--- src/rtl/leaf_stage_pkg.sv ---
// Shared defaults, word type and width helper for the leaf buffering stage.
package leaf_stage_pkg;

  localparam int LEAF_DATA_W = 8;
  localparam int LEAF_DEPTH  = 4;

  typedef logic [LEAF_DATA_W-1:0] leaf_word_t;

  // Bits needed to hold n distinct values (0..n-1), never less than one.
  function automatic int clog2_safe(input int n);
    int w;
    w = 1;
    while ((1 << w) < n) w = w + 1;
    return w;
  endfunction

endpackage

--- src/rtl/leaf_fifo_mem.sv ---
// DEPTH x DATA_W register array: one synchronous write port, one asynchronous read port.
// Contents are not reset; the surrounding control masks unwritten entries.
module leaf_fifo_mem
  import leaf_stage_pkg::*;
#(
  parameter int DATA_W = LEAF_DATA_W,
  parameter int DEPTH  = LEAF_DEPTH,
  parameter int AW     = $clog2(DEPTH)
) (
  input  logic              clk,
  input  logic              we,
  input  logic [AW-1:0]     waddr,
  input  logic [DATA_W-1:0] wdata,
  input  logic [AW-1:0]     raddr,
  output logic [DATA_W-1:0] rdata
);

  logic [DATA_W-1:0] r_mem [DEPTH];

  always_ff @(posedge clk) begin
    if (we) r_mem[waddr] <= wdata;
  end

  assign rdata = r_mem[raddr];

endmodule

--- src/rtl/leaf_stream_fifo.sv ---
// Leaf FIFO stage with fill level, registered almost-full and input XOR checksum.
// Pushed word visible one cycle later; in_ready low only when full, with no same-cycle pop bypass.
module leaf_stream_fifo
  import leaf_stage_pkg::*;
#(
  parameter int DATA_W    = LEAF_DATA_W,
  parameter int DEPTH     = LEAF_DEPTH,
  parameter int AFULL_LVL = 3
) (
  input  logic                             clk,
  input  logic                             rst,
  input  logic                             in_valid,
  output logic                             in_ready,
  input  logic [DATA_W-1:0]                in_data,
  output logic                             out_valid,
  input  logic                             out_ready,
  output logic [DATA_W-1:0]                out_data,
  output logic [clog2_safe(DEPTH+1)-1:0]   level,
  output logic                             almost_full,
  output logic [DATA_W-1:0]                checksum
);

  localparam int LVL_W = clog2_safe(DEPTH + 1);
  localparam int PTR_W = $clog2(DEPTH);

  logic [PTR_W-1:0]  r_wr_ptr;
  logic [PTR_W-1:0]  r_rd_ptr;
  logic [LVL_W-1:0]  r_level;
  logic              r_afull;
  logic [DATA_W-1:0] r_csum;

  logic              w_push;
  logic              w_pop;
  logic [LVL_W-1:0]  w_level_nxt;
  logic [DATA_W-1:0] w_rdata;

  assign in_ready  = (r_level != LVL_W'(DEPTH));
  assign out_valid = (r_level != '0);
  assign w_push    = in_valid && in_ready;
  assign w_pop     = out_valid && out_ready;

  always_comb begin
    w_level_nxt = r_level;
    if (w_push && !w_pop)      w_level_nxt = r_level + LVL_W'(1);
    else if (!w_push && w_pop) w_level_nxt = r_level - LVL_W'(1);
  end

  always_ff @(posedge clk or posedge rst) begin
    if (rst) begin
      r_wr_ptr <= '0;
      r_rd_ptr <= '0;
      r_level  <= '0;
      r_afull  <= 1'b0;
      r_csum   <= '0;
    end else begin
      if (w_push) begin
        r_wr_ptr <= r_wr_ptr + PTR_W'(1);
        r_csum   <= r_csum ^ in_data;
      end
      if (w_pop) r_rd_ptr <= r_rd_ptr + PTR_W'(1);
      r_level <= w_level_nxt;
      r_afull <= (w_level_nxt >= LVL_W'(AFULL_LVL));
    end
  end

  leaf_fifo_mem #(
    .DATA_W (DATA_W),
    .DEPTH  (DEPTH),
    .AW     (PTR_W)
  ) u_mem (
    .clk   (clk),
    .we    (w_push),
    .waddr (r_wr_ptr),
    .wdata (in_data),
    .raddr (r_rd_ptr),
    .rdata (w_rdata)
  );

  // Storage is never reset, so the head is masked to zero while empty.
  assign out_data    = out_valid ? w_rdata : '0;
  assign level       = r_level;
  assign almost_full = r_afull;
  assign checksum    = r_csum;

endmodule

--- config.mk ---
export PLATFORM = sky130hd
export DESIGN_NAME = leaf_stream_fifo
export DESIGN_NICKNAME = d
export VERILOG_FILES = /design/src/rtl/leaf_stage_pkg.sv /design/src/rtl/leaf_fifo_mem.sv /design/src/rtl/leaf_stream_fifo.sv
export SDC_FILE = /design/constraint.sdc
export NUM_CORES = 1
export LEC_CHECK = 0
export ABC_CLOCK_PERIOD_IN_PS = 2100
export BUFFER_PORTS_ARGS = -buffer_cell sky130_fd_sc_hd__buf_2
export CORE_UTILIZATION = 40
export CTS_BUF_LIST = sky130_fd_sc_hd__clkbuf_2 sky130_fd_sc_hd__clkbuf_4 sky130_fd_sc_hd__clkbuf_8
export DETAILED_ROUTE_END_ITERATION = 16
export PLACE_DENSITY_LB_ADDON = 0.12
export SETUP_SLACK_MARGIN = 0.05
export SYNTH_ARGS = -nofsm -noshare
export SYNTH_HDL_FRONTEND = slang
export SYNTH_SLANG_ARGS = --single-unit
--- constraint.sdc ---
create_clock -name clk -period 2.1 [get_ports clk]
set_input_delay 0.315 -clock clk [delete_from_list [all_inputs] [get_ports clk]]
set_output_delay 0.315 -clock clk [all_outputs]
set_load 0.02 [all_outputs]
==> impl_metrics.py, run 1 <==
metrics = {
    "status": {
        "outcome": "completed",
    },
    "clocking": {
        "insertion_delay_ns": 0.30,
        "cts_root_buf": "clkbuf_8",
        "htree_levels": 2,
        "hold_buffers": 0,
        "clockBufferDepth": 2,
        "numCtsBuffers": 5,
        "tritoncts": "built",
        "clock_sinks": 48,
        "cts.clk_slew.worst_paths_ns": 0.08,
    },
    "worst_setup_path": {
        "slowest_delay_ns": 0.51,
        "worst-path-buf-inv": 2,
        "crit_fanout": 7,
        "r2r_cells": 5,
        "critPathTopFamily": "multiplexers",
        "worstPathCellList": "buf_8 -> mux4_2 -> and2_1 -> buf_2",
        "arrival_ns": 1.69,
        "worstPathRequired_ns": 1.78,
        "cp-end-kind": "primary output",
        "start_kind": "flop",
        "crit_end": "out_data[6]",
        "startpoint": "r_rd_ptr[0]",
        "worstReg2RegEnd": "u_mem.r_mem[3][1]",
        "rrSetupSlack_ns": 0.29,
        "reg2reg_from": "level[0]",
        "crit_slowest_cell": "mux4_2",
        "critical_path_class": "flop to primary output",
        "cp.depth": 4,
    },
    "placement": {
        "dp.cells": 229,
        "hpwl_mm": 2.63,
        "gp_congestion": 0.707,
        "portBuffers": 33,
    },
    "global_routing": {
        "grt_overflow": 0,
        "grt_max_degree": 17,
        "grt_pass1_wl_mm": 6.00,
        "grt_pass1_vias": 1204,
        "grt_usage": 0.155,
        "antenna_found_initial": 0,
    },
    "power_and_ir_drop": {
        "sequentialPowerShare": 0.400,
        "ir_drop_uv": 672,
        "pwr-share-clk": 0.146,
        "p_switching_w": 0.00138,
        "switching_share": 0.368,
        "power_frac_comb": 0.454,
        "power_density_mw_per_mm2": 1520,
        "power_w": 0.00375,
        "p_leak_nw": 0.982,
        "power.internal_w": 0.00237,
    },
    "die": {
        "start_util": 0.424,
        "pin_count": 34,
        "core_mm2": 0.00485,
        "die_w_um": 73.7,
        "die_y_um": 73.7,
        "rows": 25,
        "dieArea_mm2": 0.00543,
    },
    "flow_run": {
        "max_cap_violations": 0,
    },
    "route": {
        "dr_wl_met2_mm": 1.82,
        "first_iter_violations": 55,
        "vias_per_cell": 4.79,
        "wl_per_cell_um": 15.6,
        "ant_nets": 0,
        "drc": 0,
        "routed.top_layer": "met4",
        "wirelength_mm": 3.76,
        "drt_pass1_iterations": 4,
        "vias": 1154,
        "route.met3.wl_um": 118,
        "wl_met1_mm": 1.76,
    },
    "logic_synthesis": {
        "yosysUniqueCellTypes": 28,
        "synth_cells": 130,
        "synth_xor_area_frac": 0.0511,
        "syn_area_mm2": 0.00206,
        "ys_top_cells_by_area": "edfxtp_1 47%, dfrtp_1 19%, mux4_2 8.8%",
        "synth_warnings": 0,
        "seq_area_frac_synth": 0.662,
        "syn_nets": 149,
        "yosys.area_share.adder": 0.0426,
        "yosys.area_share.simple": 0.0846,
        "syn_avg_cell_area_um2": 15.8,
        "yosysTopAreaCell": "edfxtp_1",
        "synthMuxAreaShare": 0.0980,
        "synth_top_area_frac": 0.467,
        "synth_compound_area_frac": 0.0420,
        "synth_top_family_by_area": "multiplexers",
        "ys_seq_elements": 48,
    },
    "sta": {
        "fin_crit_ns": 2.00,
        "rsz0062_at_grt": "yes",
        "whs_ns": 0.0936,
        "fin_tns_setup_ns": 0,
        "hold_violations": 0,
        "fmax_ghz": 0.500,
        "fin_crit_sh": 0.953,
        "setup_viol": 0,
        "slew-limit-headroom": 0.576,
        "worst_pin_slew_ns": 0.635,
        "fin_skew_ns": 0.00787,
        "slew_violations": 0,
    },
    "finish": {
        "drive_gt1_frac": 0.362,
        "fillers": 425,
        "seqCellArea_mm2": 0.00136,
        "diodes": 0,
        "area_delta_synth_final_pct": 19.8,
        "nets": 192,
        "instances_no_fill": 241,
        "final_util": 0.508,
        "multi_input_area_um2": 669,
    },
    "hold_path": {
        "hold_path.class": "input port to async pin",
    },
}
through the flow:
stage,cell area [µm²],setup slack (ns)
floorplan,2060,0.0576
global placement,2310,0.164
detailed placement,2310,0.122
CTS,2410,0.0369
global route,2460,0.0294
finish,2460,0.0994
final cells by class:
class | count | area share
clock buffer | 7 | 0.0340
clock inverter | 1 | 0.00203
inverter | 5 | 0.00762
multi-input combinational | 72 | 0.272
sequential | 48 | 0.553
tap | 67 | 0.0340
timing repair buffer | 41 | 0.0971
worst min-delay path by stage:
stage,from,to,slack [ns]
floorplan,rst,almost_full,0.23
global placement,rst,checksum[5],0.43
detailed placement,rst,level[1],0.45
CTS,rst,checksum[5],0.12
global route,rst,r_wr_ptr[0],0.16
finish,rst,r_wr_ptr[0],0.09
logic make-up after synthesis:
family	count (synthesis)
adders and majority gates	7
buffers and inverters	10
AOI/OAI and AO/OA	10
DFF	48
muxes	10
xor gates and xnor gates	12
and+or+nand+nor	33
worst register-to-register path: cells and delay by family (launching register included):
family                   cells  cell delay (ns)
flip-flops                   1             0.42
AND/OR/NAND/NOR              1             0.42
adder cells (fa/ha/maj)      1             0.19
buffers and inverters        2             0.26
AO/OA/AOI/OAI                1             0.17
sequential cells by signal (all words and copies together), names as in the netlist:
name and count:
u_mem.r_mem 32, r_rd_ptr 2, checksum 8, almost_full 1, r_wr_ptr 2, level 3
placed cells by master (no fill, tap or decap):
| master | count |
|---|---|
| mux4_2 | 8 |
| buf_8 | 1 |
| nor2_1 | 3 |
| clkbuf_8 | 5 |
| clkbuf_4 | 2 |
| nand3_1 | 1 |
| a211oi_1 | 1 |
| ha_1 | 6 |
| buf_6 | 1 |
| ha_4 | 1 |
| clkinv_2 | 1 |
| dfrtp_2 | 1 |
| nor3b_1 | 1 |
| or3b_1 | 1 |
| and2_4 | 1 |
| nand2b_1 | 1 |
| and2_1 | 11 |
| o211ai_1 | 1 |
| and3b_1 | 1 |
| mux2_2 | 1 |
| a221o_1 | 1 |
| nor2b_1 | 1 |
| o21bai_1 | 2 |
| edfxtp_1 | 32 |
| dfrtp_1 | 15 |
| a21boi_4 | 1 |
| o21ai_0 | 1 |
| a21oi_1 | 1 |
| mux2i_1 | 1 |
| buf_4 | 7 |
| a311o_1 | 1 |
| inv_2 | 1 |
| nand2_1 | 12 |
| inv_1 | 4 |
| buf_2 | 32 |
| a21boi_1 | 1 |
| xnor2_1 | 12 |
synthesized netlist by cell type:
master    number
a221o_1        1
a21boi_1       1
nor3b_1        1
clkbuf_1       3
edfxtp_1      32
xnor2_1       12
nand3_1        1
nor2b_1        1
buf_2          2
a211oi_1       1
a311o_1        1
or3b_1         1
o21ai_0        1
a21oi_1        1
mux2_2         1
o21bai_1       2
nand2b_1       1
and2_1        12
mux4_2         8
nor2_1         3
and3b_1        1
mux2i_1        1
inv_1          5
o211ai_1       1
dfrtp_1       16
a21boi_4       1
nand2_1       12
ha_1           7
per-layer routing:
metal | vias to the layer above | GRT usage
li1 | 549 | -
met1 | 574 | 0.201
met2 | 24 | 0.251
met3 | 7 | 0.0329
met4 | 0 | 0.0705
met5 | - | 0
power groups by stage:
stage               Sequential (W)  Combinational [W]  Clock [W]
floorplan                  0.00158            0.00102          0
global placement           0.00151            0.00156          0
detailed placement         0.00153            0.00157          0
CTS                        0.00151            0.00159   0.000562
global route               0.00153            0.00186   0.000597
finish                     0.00150            0.00170   0.000547
what timing repair did:
item,4_1_cts,5_1_grt
endpoints found under the hold margin,0,0
setup endpoints to repair,8,8
setup buffers,0,4
pin swaps,0,0
gates cloned,0,0
gates resized for setup,3,6
(Power assumes the default switching activity.)
==> run 2: changes to the inputs <==
RECOVER_POWER = 25   (was not set)
==> run 2 against run 1 <==
  * First-iteration DRC count grew 5.5%
  * Combinational power is essentially flat
  * Maximum frequency is essentially flat
  * Sequential power is essentially flat
  * Sequential cell count is the same
  * Worst hold slack gained 0.00065 ns
  * Global-route usage is the same
  * Critical path type unchanged
  * Clock power is essentially flat
  * Register-to-register slack is essentially flat
  * Largest power group unchanged
  * Largest cell class unchanged
==> impl_metrics.py, run 2 (synthesis results as in run 1) <==
metrics = {
    "status": {
        "outcome": "completed",
    },
    "worst_setup_path": {
        "crit_fanout": 7,
        "cp-end-kind": "primary output",
        "arrival_ns": 1.69,
        "slowest_delay_ns": 0.51,
        "crit_slowest_cell": "mux4_2",
        "worst-path-buf-inv": 2,
        "worstPathRequired_ns": 1.78,
        "worstPathCellList": "buf_8 -> mux4_2 -> and2_1 -> buf_2",
        "cp.depth": 4,
        "r2r_cells": 5,
        "start_kind": "flop",
        "critical_path_class": "flop to primary output",
        "critPathTopFamily": "multiplexers",
    },
    "finish": {
        "stdcell_area_mm2": 0.00245,
        "most-common-layout-cells": "32 x edfxtp_1, 24 x buf_2, 15 x dfrtp_1",
        "final_common_cell": "edfxtp_1",
        "drive_gt1_frac": 0.316,
        "fillers": 429,
        "top_register": "u_mem.r_mem",
        "nets": 192,
        "diodes": 0,
        "area_delta_synth_final_pct": 19.3,
        "final_util": 0.506,
        "largest_register_ffs": 32,
    },
    "sta": {
        "fin_crit_sh": 0.953,
        "worst_pin_slew_ns": 0.636,
        "fin_tns_setup_ns": 0,
        "hold_violations": 0,
        "fin_skew_ns": 0.00797,
        "fmax_ghz": 0.500,
        "slew_violations": 0,
        "setup_viol": 0,
        "slew-limit-headroom": 0.575,
        "fin_crit_ns": 2.00,
        "rsz0062_at_grt": "yes",
    },
    "die": {
        "dieArea_mm2": 0.00543,
        "die_y_um": 73.7,
        "die_w_um": 73.7,
        "core_mm2": 0.00485,
        "rows": 25,
        "pin_count": 34,
        "start_util": 0.424,
    },
    "placement": {
        "gp_congestion": 0.707,
        "place_area_mm2": 0.00231,
        "portBuffers": 33,
        "hpwl_mm": 2.63,
    },
    "clocking": {
        "tritoncts": "built",
        "cts_root_buf": "clkbuf_8",
        "insertion_delay_ns": 0.30,
        "hold_buffers": 0,
        "clock_sinks": 48,
        "clockBufferDepth": 2,
        "cts.clk_slew.worst_paths_ns": 0.08,
        "numCtsBuffers": 5,
        "htree_levels": 2,
    },
    "global_routing": {
        "grt_pass1_vias": 1204,
        "antenna_found_initial": 0,
        "grt_usage": 0.155,
        "grt_overflow": 0,
        "grt_pass1_wl_mm": 6.00,
        "grt_max_degree": 17,
    },
    "route": {
        "vias_per_cell": 4.78,
        "vias": 1152,
        "drc": 0,
        "ant_nets": 0,
        "wirelength_mm": 3.78,
        "drt_pass1_iterations": 4,
        "wl_per_cell_um": 15.7,
        "first_iter_violations": 58,
    },
    "power_and_ir_drop": {
        "p_leak_nw": 0.960,
        "power_density_mw_per_mm2": 1530,
        "ir_drop_uv": 672,
    },
    "hold_path": {
        "hold_path.class": "input port to async pin",
    },
    "flow_run": {
        "max_cap_violations": 0,
    },
}
==> run 2: cell types whose count changed in the layout (fill, tap and decap cells not counted) <==
cell	before	now
buf_2	32	24
clkbuf_1	0	8
==> run 2: layer usage <==
metal	wire length, µm	share of wire	global-route usage
met1	1770	0.47	0.201
met5	0	0	0
met2	1840	0.49	0.251
met4	62	0.016	0.0705
met3	107	0.028	0.0329
==> run 2: power by group <==
group          internal [W]  switching, W
Sequential          0.00131      0.000193
Clock              0.000260      0.000287
Combinational      0.000800      0.000899
==> run 2: stage by stage <==
| step | power (W) | hold WS, ns | worst slack [ns] | std cells |
|---|---|---|---|---|
| after detailed placement | 0.00310 | 0.446 | 0.122 | 229 |
| after global placement | 0.00307 | 0.434 | 0.164 | 229 |
| after CTS | 0.00366 | 0.119 | 0.0369 | 237 |
| final | 0.00375 | 0.0942 | 0.0990 | 241 |
| after global routing | 0.00399 | 0.160 | 0.0294 | 241 |
| after floorplan | 0.00260 | 0.229 | 0.0576 | 130 |
==> run 2: area by class of cell <==
type	instances	area (µm²)	share of cell area
inverters	5	18.8	0.00765
repair buffers	41	229	0.0934
clock buffers	7	83.8	0.0342
well taps	67	83.8	0.0342
multi-input cells	72	669	0.273
clock inverters	1	5.00	0.00204
flip-flops and latches	48	1360	0.556
==> run 2: timing repair <==
item	CTS	global route
setup endpoints to repair	8	8
setup buffers	0	4
pin swaps	0	0
resized for setup	3	6
==> run 2: worst paths after layout <==
path	start	endpoint	slack (ns)
setup / recovery	r_rd_ptr[0]	out_data[6]	0.1
hold / removal	rst	checksum[5]	0.09
setup reg to reg	level[0]	u_mem.r_mem[3][1]	0.28
hold reg to reg	checksum[1]	checksum[1]	0.47
max in group asynchronous	rst	r_rd_ptr[0]	1.56
min in group clk	out_ready	r_rd_ptr[0]	0.32
==> run 3: changes to the inputs <==
==> constraint.sdc (replaced) <==
create_clock -name clk -period 2.1 [get_ports clk]
set_input_delay 0.105 -clock clk [delete_from_list [all_inputs] [get_ports clk]]
set_output_delay 0.105 -clock clk [all_outputs]
set_load 0.02 [all_outputs]
==> run 3 against run 2 <==
  * Design area is 1.9% lower
  * Register-to-register slack got worse by 0.03 ns
  * Largest power group unchanged
  * Global-route usage rose by 0.66 points
  * Cell count fell by 1.2%
  * Critical path depth is 2 higher
  * Routed wire length increased by 0.32%
  * Combinational power decreased by 8%
  * Maximum frequency rose by 7.9%
  * Clock skew is 0.0021 ns lower
  * Power down 4.4%
  * Clock-buffer cell count fell by 2
==> impl_metrics.py, run 3 (synthesis results as in run 1) <==
metrics = {
    "placement": {
        "dp.cells": 229,
        "gp_congestion": 0.721,
        "portBuffers": 33,
        "hpwl_mm": 2.76,
    },
    "sta": {
        "fin_tns_setup_ns": 0,
        "hold_violations": 0,
        "fin_skew_ns": 0.00591,
        "slew-limit-headroom": 0.571,
        "slew_violations": 0,
        "worst_pin_slew_ns": 0.643,
        "fmax_ghz": 0.539,
        "fin_crit_sh": 0.883,
        "fin_crit_ns": 1.85,
        "setup_viol": 0,
        "rsz0062_at_grt": "no",
    },
    "route": {
        "wirelength_mm": 3.79,
        "first_iter_violations": 68,
        "vias_per_cell": 4.69,
        "drt_pass1_iterations": 4,
        "ant_nets": 0,
        "vias": 1116,
        "wl_per_cell_um": 15.9,
        "drc": 0,
    },
    "global_routing": {
        "grt_pass1_wl_mm": 6.18,
        "antenna_found_initial": 0,
        "grt_max_degree": 17,
        "grt_usage": 0.162,
        "grt_pass1_vias": 1136,
        "grt_overflow": 0,
    },
    "finish": {
        "area_delta_synth_final_pct": 17.0,
        "largest_register_ffs": 32,
        "drive_gt1_frac": 0.281,
        "diodes": 0,
        "most-common-layout-cells": "32 x edfxtp_1, 25 x buf_2, 16 x dfrtp_1",
        "final_common_cell": "edfxtp_1",
        "instances_no_fill": 238,
        "final_util": 0.496,
        "nets": 189,
        "top_register": "u_mem.r_mem",
    },
    "worst_setup_path": {
        "start_kind": "flop",
        "worstPathCellList": "inv_1 -> ha_2 -> a21boi_4 -> and3b_1 -> mux2_2 -> a221o_1",
        "worstPathRequired_ns": 2.29,
        "crit_slowest_cell": "dfrtp_1",
        "worstReg2RegEnd": "almost_full",
        "r2r_cells": 6,
        "reg2reg_from": "level[0]",
        "critical_path_class": "flop to flop",
        "cp-end-kind": "flop",
        "arrival_ns": 2.04,
        "slowest_delay_ns": 0.40,
        "rrSetupSlack_ns": 0.25,
        "crit_fanout": 6,
    },
    "clocking": {
        "tritoncts": "built",
        "cts.clk_slew.worst_paths_ns": 0.09,
        "insertion_delay_ns": 0.30,
        "clockBufferDepth": 2,
        "clock_sinks": 48,
        "cts_root_buf": "clkbuf_8",
        "htree_levels": 2,
        "numCtsBuffers": 5,
    },
    "die": {
        "die_w_um": 73.7,
        "pin_count": 34,
        "die_y_um": 73.7,
        "core_mm2": 0.00485,
        "start_util": 0.424,
        "rows": 25,
        "dieArea_mm2": 0.00543,
    },
    "flow_run": {
        "max_cap_violations": 0,
    },
    "hold_path": {
        "hold_start": "out_ready",
        "whs_endpoint": "r_rd_ptr[0]",
        "hold_path.class": "input port to flop",
        "hold_path_depth": 3,
    },
    "power_and_ir_drop": {
        "ir_drop_uv": 623,
        "switching_share": 0.379,
        "sequentialPowerShare": 0.414,
        "power_frac_comb": 0.437,
        "p_leak_nw": 0.928,
        "power.internal_w": 0.00223,
        "p_switching_w": 0.00136,
        "power_density_mw_per_mm2": 1490,
        "pwr-share-clk": 0.149,
    },
    "status": {
        "outcome": "completed",
    },
}
## run 3: cell types whose count changed in the layout (fill, tap and decap cells not counted), sizes merged
cell,change
clkbuf,-2
clkinvlp,+2
buf,-4
dlygate4sd3,+1
## run 3: critical path: cells and delay by family (launching register included)
kind | cells | cell delay [ns]
simple gates | 1 | 0.24
buf+inv | 1 | 0.10
mux | 1 | 0.27
fa+ha+maj | 1 | 0.24
compound gates | 2 | 0.49
flops | 1 | 0.40
## run 3: power groups by stage
stage,combinational [W],clock [W],sequential [W]
final,0.00157,0.000532,0.00148
after global routing,0.00172,0.000590,0.00152
after CTS,0.00159,0.000554,0.00149
after detailed placement,0.00158,0,0.00151
after global placement,0.00156,0,0.00150
after floorplan,0.00102,0,0.00158
## run 3: worst max path at each step
| stage | startpoint | to |
|---|---|---|
| 2_1_floorplan | level[0] | u_mem.r_mem[0][0] |
| 3_3_place_gp | level[0] | u_mem.r_mem[3][2] |
| 3_5_place_dp | level[0] | u_mem.r_mem[3][2] |
| 4_1_cts | level[0] | u_mem.r_mem[3][1] |
| 5_1_grt | level[0] | almost_full |
| 6_report | level[0] | almost_full |
## run 3: repair_timing
| item | CTS | global route |
|---|---|---|
| gates resized for setup | 0 | 2 |
| setup buffers | 0 | 0 |
| hold endpoints to repair | 16 | 0 |
| hold buffers | 1 | 0 |
| setup endpoints to repair | 0 | 9 |
## run 3: routing by layer
metal | vias up | GRT usage | wire (µm)
li1 | 546 | - | -
met1 | 540 | 0.224 | 1790
met2 | 24 | 0.243 | 1800
met3 | 6 | 0.0466 | 146
met4 | 0 | 0.0577 | 55
met5 | - | 0 | 0
## run 3: per-stage QoR
step                      setup slack (ns)  hold slack, ns  total power, W  cell area, µm²
final                                0.246           0.108         0.00358            2400
after floorplan                     0.0576          0.0187         0.00260            2060
after global routing                 0.133          0.0991         0.00383            2400
after global placement               0.205           0.222         0.00306            2310
after CTS                            0.120          0.0373         0.00363            2410
after detailed placement             0.139           0.249         0.00309            2310
## run 3: cell type report
cell class	count	area, µm²
Inverter	5	18.8
Fill cell	420	2440
Tap cell	67	83.8
Multi-Input combinational cell	72	658
Sequential cell	48	1360
Clock inverter	3	18.8
Clock buffer	5	68.8
Timing Repair Buffer	38	195
